File: src/rtl/pipelined_adder_pkg.sv
// rtl/pipelined_adder_pkg.sv - shared types and segment-geometry helpers for pipelined_adder
package pipelined_adder_pkg;

  typedef enum logic {
    OP_ADD = 1'b0,
    OP_SUB = 1'b1
  } op_e;

  function automatic int ceil_div(input int n, input int d);
    return (n + d - 1) / d;
  endfunction

  // Segment k (1-based) covers [seg_lo, seg_lo+seg_w); trailing segments may be empty.
  function automatic int seg_lo(input int k, input int width, input int stages);
    int lo;
    lo = (k - 1) * ceil_div(width, stages);
    return (lo < width) ? lo : width;
  endfunction

  function automatic int seg_w(input int k, input int width, input int stages);
    int hi;
    hi = k * ceil_div(width, stages);
    if (hi > width) hi = width;
    return hi - seg_lo(k, width, stages);
  endfunction

endpackage

File: src/rtl/adder_pipe_stage.sv
// rtl/adder_pipe_stage.sv - one carry segment: adds bits [LO +: SW] and registers the partial result
module adder_pipe_stage #(
  parameter int WIDTH = 19,
  parameter int LO    = 0,
  parameter int SW    = 19
) (
  input  logic             clk,
  input  logic             rst,
  input  logic             en,
  input  logic             prev_valid,
  input  logic [WIDTH-1:0] prev_a,
  input  logic [WIDTH-1:0] prev_b,
  input  logic [WIDTH-1:0] prev_sum,
  input  logic             prev_carry,
  output logic             valid,
  output logic [WIDTH-1:0] a,
  output logic [WIDTH-1:0] b,
  output logic [WIDTH-1:0] sum,
  output logic             carry
);

  logic [WIDTH-1:0] nxt_sum;
  logic             nxt_carry;

  if (SW > 0) begin : g_add
    logic [SW:0] part;
    assign part = {1'b0, prev_a[LO +: SW]} + {1'b0, prev_b[LO +: SW]} + {{SW{1'b0}}, prev_carry};
    always_comb begin
      nxt_sum = prev_sum;
      nxt_sum[LO +: SW] = part[SW-1:0];
    end
    assign nxt_carry = part[SW];
  end else begin : g_empty
    assign nxt_sum   = prev_sum;
    assign nxt_carry = prev_carry;
  end

  // Data only loads behind a valid beat so the output keeps its last result across bubbles.
  always_ff @(posedge clk or posedge rst) begin
    if (rst) begin
      valid <= 1'b0;
      a     <= '0;
      b     <= '0;
      sum   <= '0;
      carry <= 1'b0;
    end else if (en) begin
      valid <= prev_valid;
      if (prev_valid) begin
        a     <= prev_a;
        b     <= prev_b;
        sum   <= nxt_sum;
        carry <= nxt_carry;
      end
    end
  end

endmodule

File: src/rtl/pipelined_adder.sv
// rtl/pipelined_adder.sv - registered add/subtract with a STAGES-segment carry pipeline and valid/ready flow control
module pipelined_adder
  import pipelined_adder_pkg::*;
#(
  parameter int WIDTH  = 19,
  parameter int STAGES = 1
) (
  input  logic             clk,
  input  logic             rst,
  input  logic             in_valid,
  output logic             in_ready,
  input  logic [WIDTH-1:0] in_a,
  input  logic [WIDTH-1:0] in_b,
  input  logic             in_sub,
  output logic             out_valid,
  input  logic             out_ready,
  output logic [WIDTH:0]   out_sum
);

  logic             advance;
  op_e              op;
  logic             v0;
  logic [WIDTH-1:0] a0;
  logic [WIDTH-1:0] b0;
  logic             c0;

  logic             v_q [STAGES+1];
  logic [WIDTH-1:0] a_q [STAGES+1];
  logic [WIDTH-1:0] b_q [STAGES+1];
  logic [WIDTH-1:0] s_q [STAGES+1];
  logic             c_q [STAGES+1];

  assign advance  = !out_valid || out_ready;
  assign in_ready = advance;
  assign op       = op_e'(in_sub);

  // Subtraction is A + ~B + 1: invert B here and seed the carry chain with 1.
  always_ff @(posedge clk or posedge rst) begin
    if (rst) begin
      v0 <= 1'b0;
      a0 <= '0;
      b0 <= '0;
      c0 <= 1'b0;
    end else if (advance) begin
      v0 <= in_valid;
      if (in_valid) begin
        a0 <= in_a;
        b0 <= (op == OP_SUB) ? ~in_b : in_b;
        c0 <= (op == OP_SUB);
      end
    end
  end

  assign v_q[0] = v0;
  assign a_q[0] = a0;
  assign b_q[0] = b0;
  assign s_q[0] = '0;
  assign c_q[0] = c0;

  for (genvar k = 1; k <= STAGES; k++) begin : g_stage
    adder_pipe_stage #(
      .WIDTH (WIDTH),
      .LO    (seg_lo(k, WIDTH, STAGES)),
      .SW    (seg_w(k, WIDTH, STAGES))
    ) u_stage (
      .clk        (clk),
      .rst        (rst),
      .en         (advance),
      .prev_valid (v_q[k-1]),
      .prev_a     (a_q[k-1]),
      .prev_b     (b_q[k-1]),
      .prev_sum   (s_q[k-1]),
      .prev_carry (c_q[k-1]),
      .valid      (v_q[k]),
      .a          (a_q[k]),
      .b          (b_q[k]),
      .sum        (s_q[k]),
      .carry      (c_q[k])
    );
  end

  logic unused_ops;
  assign unused_ops = ^{a_q[STAGES], b_q[STAGES]};

  assign out_valid = v_q[STAGES];
  assign out_sum   = {c_q[STAGES], s_q[STAGES]};

endmodule

File: config.mk
export PLATFORM = sky130hd
export DESIGN_NAME = pipelined_adder
export DESIGN_NICKNAME = d
export VERILOG_FILES = /design/src/rtl/pipelined_adder_pkg.sv /design/src/rtl/adder_pipe_stage.sv /design/src/rtl/pipelined_adder.sv
export SDC_FILE = /design/constraint.sdc
export NUM_CORES = 1
export LEC_CHECK = 0
export ABC_AREA = 0
export BUFFER_PORTS_ARGS = -buffer_cell sky130_fd_sc_hd__buf_2
export CAP_MARGIN = 40
export CORE_ASPECT_RATIO = 1.75
export CORE_MARGIN = 2
export CORE_UTILIZATION = 23
export DETAILED_ROUTE_END_ITERATION = 7
export PLACE_DENSITY_LB_ADDON = 0.08
export SLEW_MARGIN = 10
export SYNTH_ARGS = -nofsm -noshare
export SYNTH_HDL_FRONTEND = slang
export SYNTH_SLANG_ARGS = --single-unit
File: constraint.sdc
create_clock -name clk -period 2 [get_ports clk]
set_input_delay 0.4 -clock clk [delete_from_list [all_inputs] [get_ports clk]]
set_output_delay 0.4 -clock clk [all_outputs]
set_load 0.02 [all_outputs]
# After elaboration in Yosys (flattened, before gate mapping)
# Cells that the tools add are included.
[word_totals]
latchBits = 0
mem_bits_ro = 0
register_bits = 61
out_inout_bits = 22
ram_bits = 0
mem_count = 0
[op_classes]
n_eq_ne = 0
reduce_logical = 4
mul = 0
bitwise = 1
div_mod_pow = 0
shift = 0
n_lt_le_gt_ge = 0
mux = 1
addsub = 2
[op_table]
columns = ["op", "n"]
rows = [
  ["19-bit by 19-bit adder with 20-bit output", 1],
  ["20-bit by 1-bit adder with 20-bit output", 1],
  ["19-bit two-way mux", 1],
  ["19-bit inverter", 1],
  ["2-bit AND reduction", 2],
  ["1-bit logical NOT", 1],
  ["1-bit logical OR", 1],
]

# Longest topological paths before layout
[logic_depth]
word_depth = 3
ltp_mapped = 9
depth_no_buf = 9

# Modules after synthesis
# Synthesis repeated with hierarchy kept, for this count alone.
[hier_totals]
cells_unflattened = 397
area_unflattened_um2 = 4939.7
[modules_own_cells]
columns = ["mod", "cells_per_inst", "instances", "seq_area_each_um2", "area_per_inst_um2"]
rows = [
  ["adder_pipe_stage", 287, 1, 1476.4, 3236.9],
  ["pipelined_adder", 110, 1, 1001.0, 1702.9],
]

# Least setup slack after synthesis
# No wires, ideal clock.
[synth_timing]
path_kind = "register -> register"
startpoint = "register a0[0]"
endpoint = "register g_stage[1].u_stage.sum[18]"
path_slack_ns = -0.126
path_stages_with_launch = 10
t_arrival_ns = 2.057
path_cell_list = "dfrtp_1 > fa_1 > inv_1 > fa_1 > nand2b_1 > a21oi_1 > o2111ai_1 > nand2_1 > or4_1 > nand3_1"
[synth_via]
elab_chain_cells = 2
[synth_lines]
columns = ["item", "line", "rtl"]
rows = [
  ["start: declaration", "pipelined_adder.sv:23", "logic [WIDTH-1:0] a0;"],
  ["start signal: assignment", "pipelined_adder.sv:47", "a0 <= in_a;"],
  ["19-bit by 19-bit adder with 20-bit output", "adder_pipe_stage.sv:27", "assign part = {1'b0, prev_a[LO +: SW]} + {1'b0, prev_b[LO +: SW]} + {{SW{1'b0}}, prev_carry};"],
  ["20-bit by 1-bit adder with 20-bit output", "adder_pipe_stage.sv:27", ""],
  ["end signal: assignment", "adder_pipe_stage.sv:51", "sum <= nxt_sum;"],
  ["end: declaration", "adder_pipe_stage.sv:18", "output logic [WIDTH-1:0] sum,"],
]
# Every way passes these cells.
# A chain may end at the register's enable or synchronous reset.

# Worst setup path after layout
[layout_timing]
startpoint = "register a0[0]"
endpoint = "register g_stage[1].u_stage.sum[13]"
# The elaborated chain is that of the path after synthesis.

==> impl_metrics.csv <==
group,metric,value,unit
clock_network,cts_hold_buf,0,
clock_network,clock-sinks,61,
place,io_buffers,64,
detailed_routing,routed_wl,9.849,mm
place,dp.final_hpwl,7.734,mm
yosys,syn_area_per_cell,9.761,µm²
timing,finalWorstSetupSlack,-112.2,ps
yosys,synthDistinctLibCells,48,
worst_setup_path,arrival,2370,ps
min_path,hold_class,"in -> async",
timing,min_period,2112,ps
detailed_routing,ant_nets,0,
detailed_routing,viasPerCell,4.558,
yosys,synth_top_cell_by_area,"dfrtp_1",
worst_setup_path,r2r-end,"g_stage[1].u_stage.sum[13]",
clock_network,clk_pin_slew,50,ps
final_layout,instances_no_fill,633,
die,die_h,166.8,µm
timing,tightest_slew,414.7,ps
clock_network,cts_made_buffers,9,
yosys,syn_nets,420,
yosys,syn_inst,357,
clock_network,h-tree-depth,3,
yosys,synth_commonest_cells,"dfrtp_1, nand2_1, o21ai_0, a21oi_1, xnor2_1",
die,num_rows,59,
die,die_area,16190,µm²
place,place_inst,614,
worst_setup_path,critical_path_required,2260,ps
timing,rsz0062_at_grt,"true",
final_layout,layout-drive-gt1-share,37.11,%
clock_network,clock_path_buffers,2,
die,core_region_area,14840,µm²
worst_setup_path,reg2reg_depth,7,
yosys,synth-seq-cells,61,
detailed_routing,vias,2885,
final_layout,multiInputGateArea,1931,µm²
final_layout,insertedDiodeCount,0,
die,pin_count,65,
timing,hold_viol,0,
timing,setup_viol_count_final,9,
final_layout,post-route-cell-area,4599,µm²
global_routing,antenna_found_initial,0,
worst_setup_path,cp-end-kind,"register",
power,vdd_ir_drop_max,0.3672,mV
worst_setup_path,r2r-start,"a0[0]",
clock_network,clk_latency,330,ps
clock_network,cts_tree,"built",
worst_setup_path,cp_max_fo,3,
clock_network,cts_root_buffer,"clkbuf_16",
yosys,synth.top_cell.area_share,43.81,%
timing,max_freq,473.4,MHz
status,violations,"negative setup slack",
status,status,"complete, but fails checks",
detailed_routing,drt_pass1_iterations,4,
final_layout,final_nets,509,
place,place_area,4233,µm²
final_layout,area.growth.synth_to_final,31.99,%
worst_setup_path,critPathSlowestCell,"fa_2",
yosys,yosysMostFrequentCell,"dfrtp_1",
worst_setup_path,critPathKind,"reg -> reg",
global_routing,overflow,0,
global_routing,grt_max_degree,62,
timing,relSlewSlack,72.35,%
flow_run,maxCapViolCount,0,
timing,setup_tns,-690.1,ps
detailed_routing,drtIter0Drc,82,
final_layout,fill_cells,1597,
global_routing,grt_pass1_vias,2999,
yosys,synth_ff_type,"dfrtp_1",
place,gp_congestion,0.8112,
yosys,synth_area_leaders,"dfrtp_1, ha_1, mux2_2",
power,power_density,1251,nW/µm²
global_routing,grt_usage,12.70,%
power,leakagePower,0.002101,µW
final_layout,utilization,31.00,%
worst_setup_path,cp_slowest_stage_delay,420,ps
final_layout,regArea,1526,µm²
detailed_routing,drc_errors,0,
yosys,yosysSeqAreaShare,43.81,%
worst_setup_path,cp-start-kind,"register",
yosys,async_flop_share,100.0,%
worst_setup_path,cp_cell_sequence,"fa_2 -> a21o_1 -> a21oi_2 -> a21boi_2 -> o21a_1 -> or4_1 -> nand4_1",
global_routing,grt_pass1_wl,16.10,mm
timing,finalMaxSlewViolations,0,
timing,fin_skew,7.969,ps
detailed_routing,wl_per_cell,15.56,µm
die,initial_core_util,23.48,%
die,fp.dieW,97.05,µm
timing,final.period_utilization,105.6,%
yosys,synth_warnings,0,
worst_setup_path,worst-r2r-setup-slack,-110,ps
yosys,synthesis.area,3485,µm²
yosys,synth_edf_count,0,
==> area by class of cell <==
type	instances	share of cell area, %
Timing Repair Buffer	102	13.71
Inverter	6	0.4897
Tap cell	183	4.978
Sequential cell	61	33.19
Clock inverter	2	0.2176
Clock buffer	13	5.441
Multi-Input combinational cell	266	41.97
==> flip-flops by register name, summed over array words and instances, names as in the netlist <==
name,cells
a0,19
c0,1
g_stage.u_stage.sum,19
b0,19
g_stage.u_stage.valid,1
v0,1
g_stage.u_stage.carry,1
==> stage by stage <==
step / hold slack (ps) / total power, µW / worst slack (ps)
5_1_grt: 158.4 / 6197 / -215.5
6_report: 122.4 / 5752 / -112.2
3_5_place_dp: 473.8 / 4325 / -221.4
2_1_floorplan: 450.7 / 3365 / -36.01
3_3_place_gp: 465.1 / 4310 / -172.3
4_1_cts: 155.1 / 5829 / -111.3
==> cell usage in the layout (no fill, tap or decap), types with 4 or more instances in the layout <==
master / synthesis / layout
a21o_1: 5 / 5
a21oi_1: 21 / 17
a21oi_2: 1 / 4
buf_2: 0 / 64
buf_4: 1 / 36
clkbuf_16: 0 / 9
dfrtp_1: 61 / 61
ha_1: 18 / 16
inv_1: 6 / 4
mux2_2: 20 / 20
nand2_1: 48 / 46
nand3_1: 14 / 12
nand4_1: 9 / 9
nor2_1: 13 / 12
nor3_1: 9 / 7
o21ai_0: 33 / 31
o21ai_1: 3 / 4
xnor2_1: 21 / 21
xor2_1: 6 / 5
==> cell families (layout without fill, tap and decap cells) <==
| group | Yosys count | after routing | synth area share [%] |
|---|---|---|---|
| compound gates | 88 | 88 | 15.94 |
| xor+xnor | 27 | 27 | 6.786 |
| fa+ha+maj | 20 | 20 | 7.612 |
| buf+inv | 30 | 123 | 3.986 |
| flops | 61 | 61 | 43.81 |
| mux | 22 | 22 | 7.038 |
| simple gates | 109 | 109 | 14.83 |
==> timing repair <==
action / CTS / global route
resized for setup: 11 / 7
pin swaps: 13 / 5
setup buffers: 1 / 3
endpoints found under the setup margin: 12 / 14
hold endpoints to repair: 0 / 0
==> routing by layer <==
layer  share of wire (%)  global-route usage [%]  wire length [µm]  vias to the layer above
met3                 3.8                   2.560               372                       15
met1                  38                   14.15              3738                     1382
met4                 2.2                   5.266               219                        0
met5                   0                       0                 0                        -
li1                    -                       -                 -                     1437
met2                  56                   23.25              5518                       51
==> how the worst max path moves through the flow <==
stage | from | endpoint | cells past startpoint | slack (ps)
after floorplan | c0 | g_stage[1].u_stage.sum[18] | 9 | -40
final | a0[0] | g_stage[1].u_stage.sum[13] | 7 | -110
after global routing | a0[0] | g_stage[1].u_stage.sum[15] | 7 | -220
after CTS | a0[0] | g_stage[1].u_stage.sum[18] | 9 | -110
after detailed placement | c0 | g_stage[1].u_stage.sum[16] | 9 | -220
after global placement | c0 | g_stage[1].u_stage.sum[10] | 9 | -170
==> power by group <==
part	internal, µW	switching (µW)
combinational	1110	1420
clock	862	542
sequential	1580	230
total	3560	2200
==> worst max-delay path: cells and delay by family, from the launching register on <==
family,cells,cell delay [ps]
fa+ha+maj,1,420
flops,1,400
compound gates,4,720
simple gates,2,500
No activity file was read; power rests on OpenSTA's default activity.
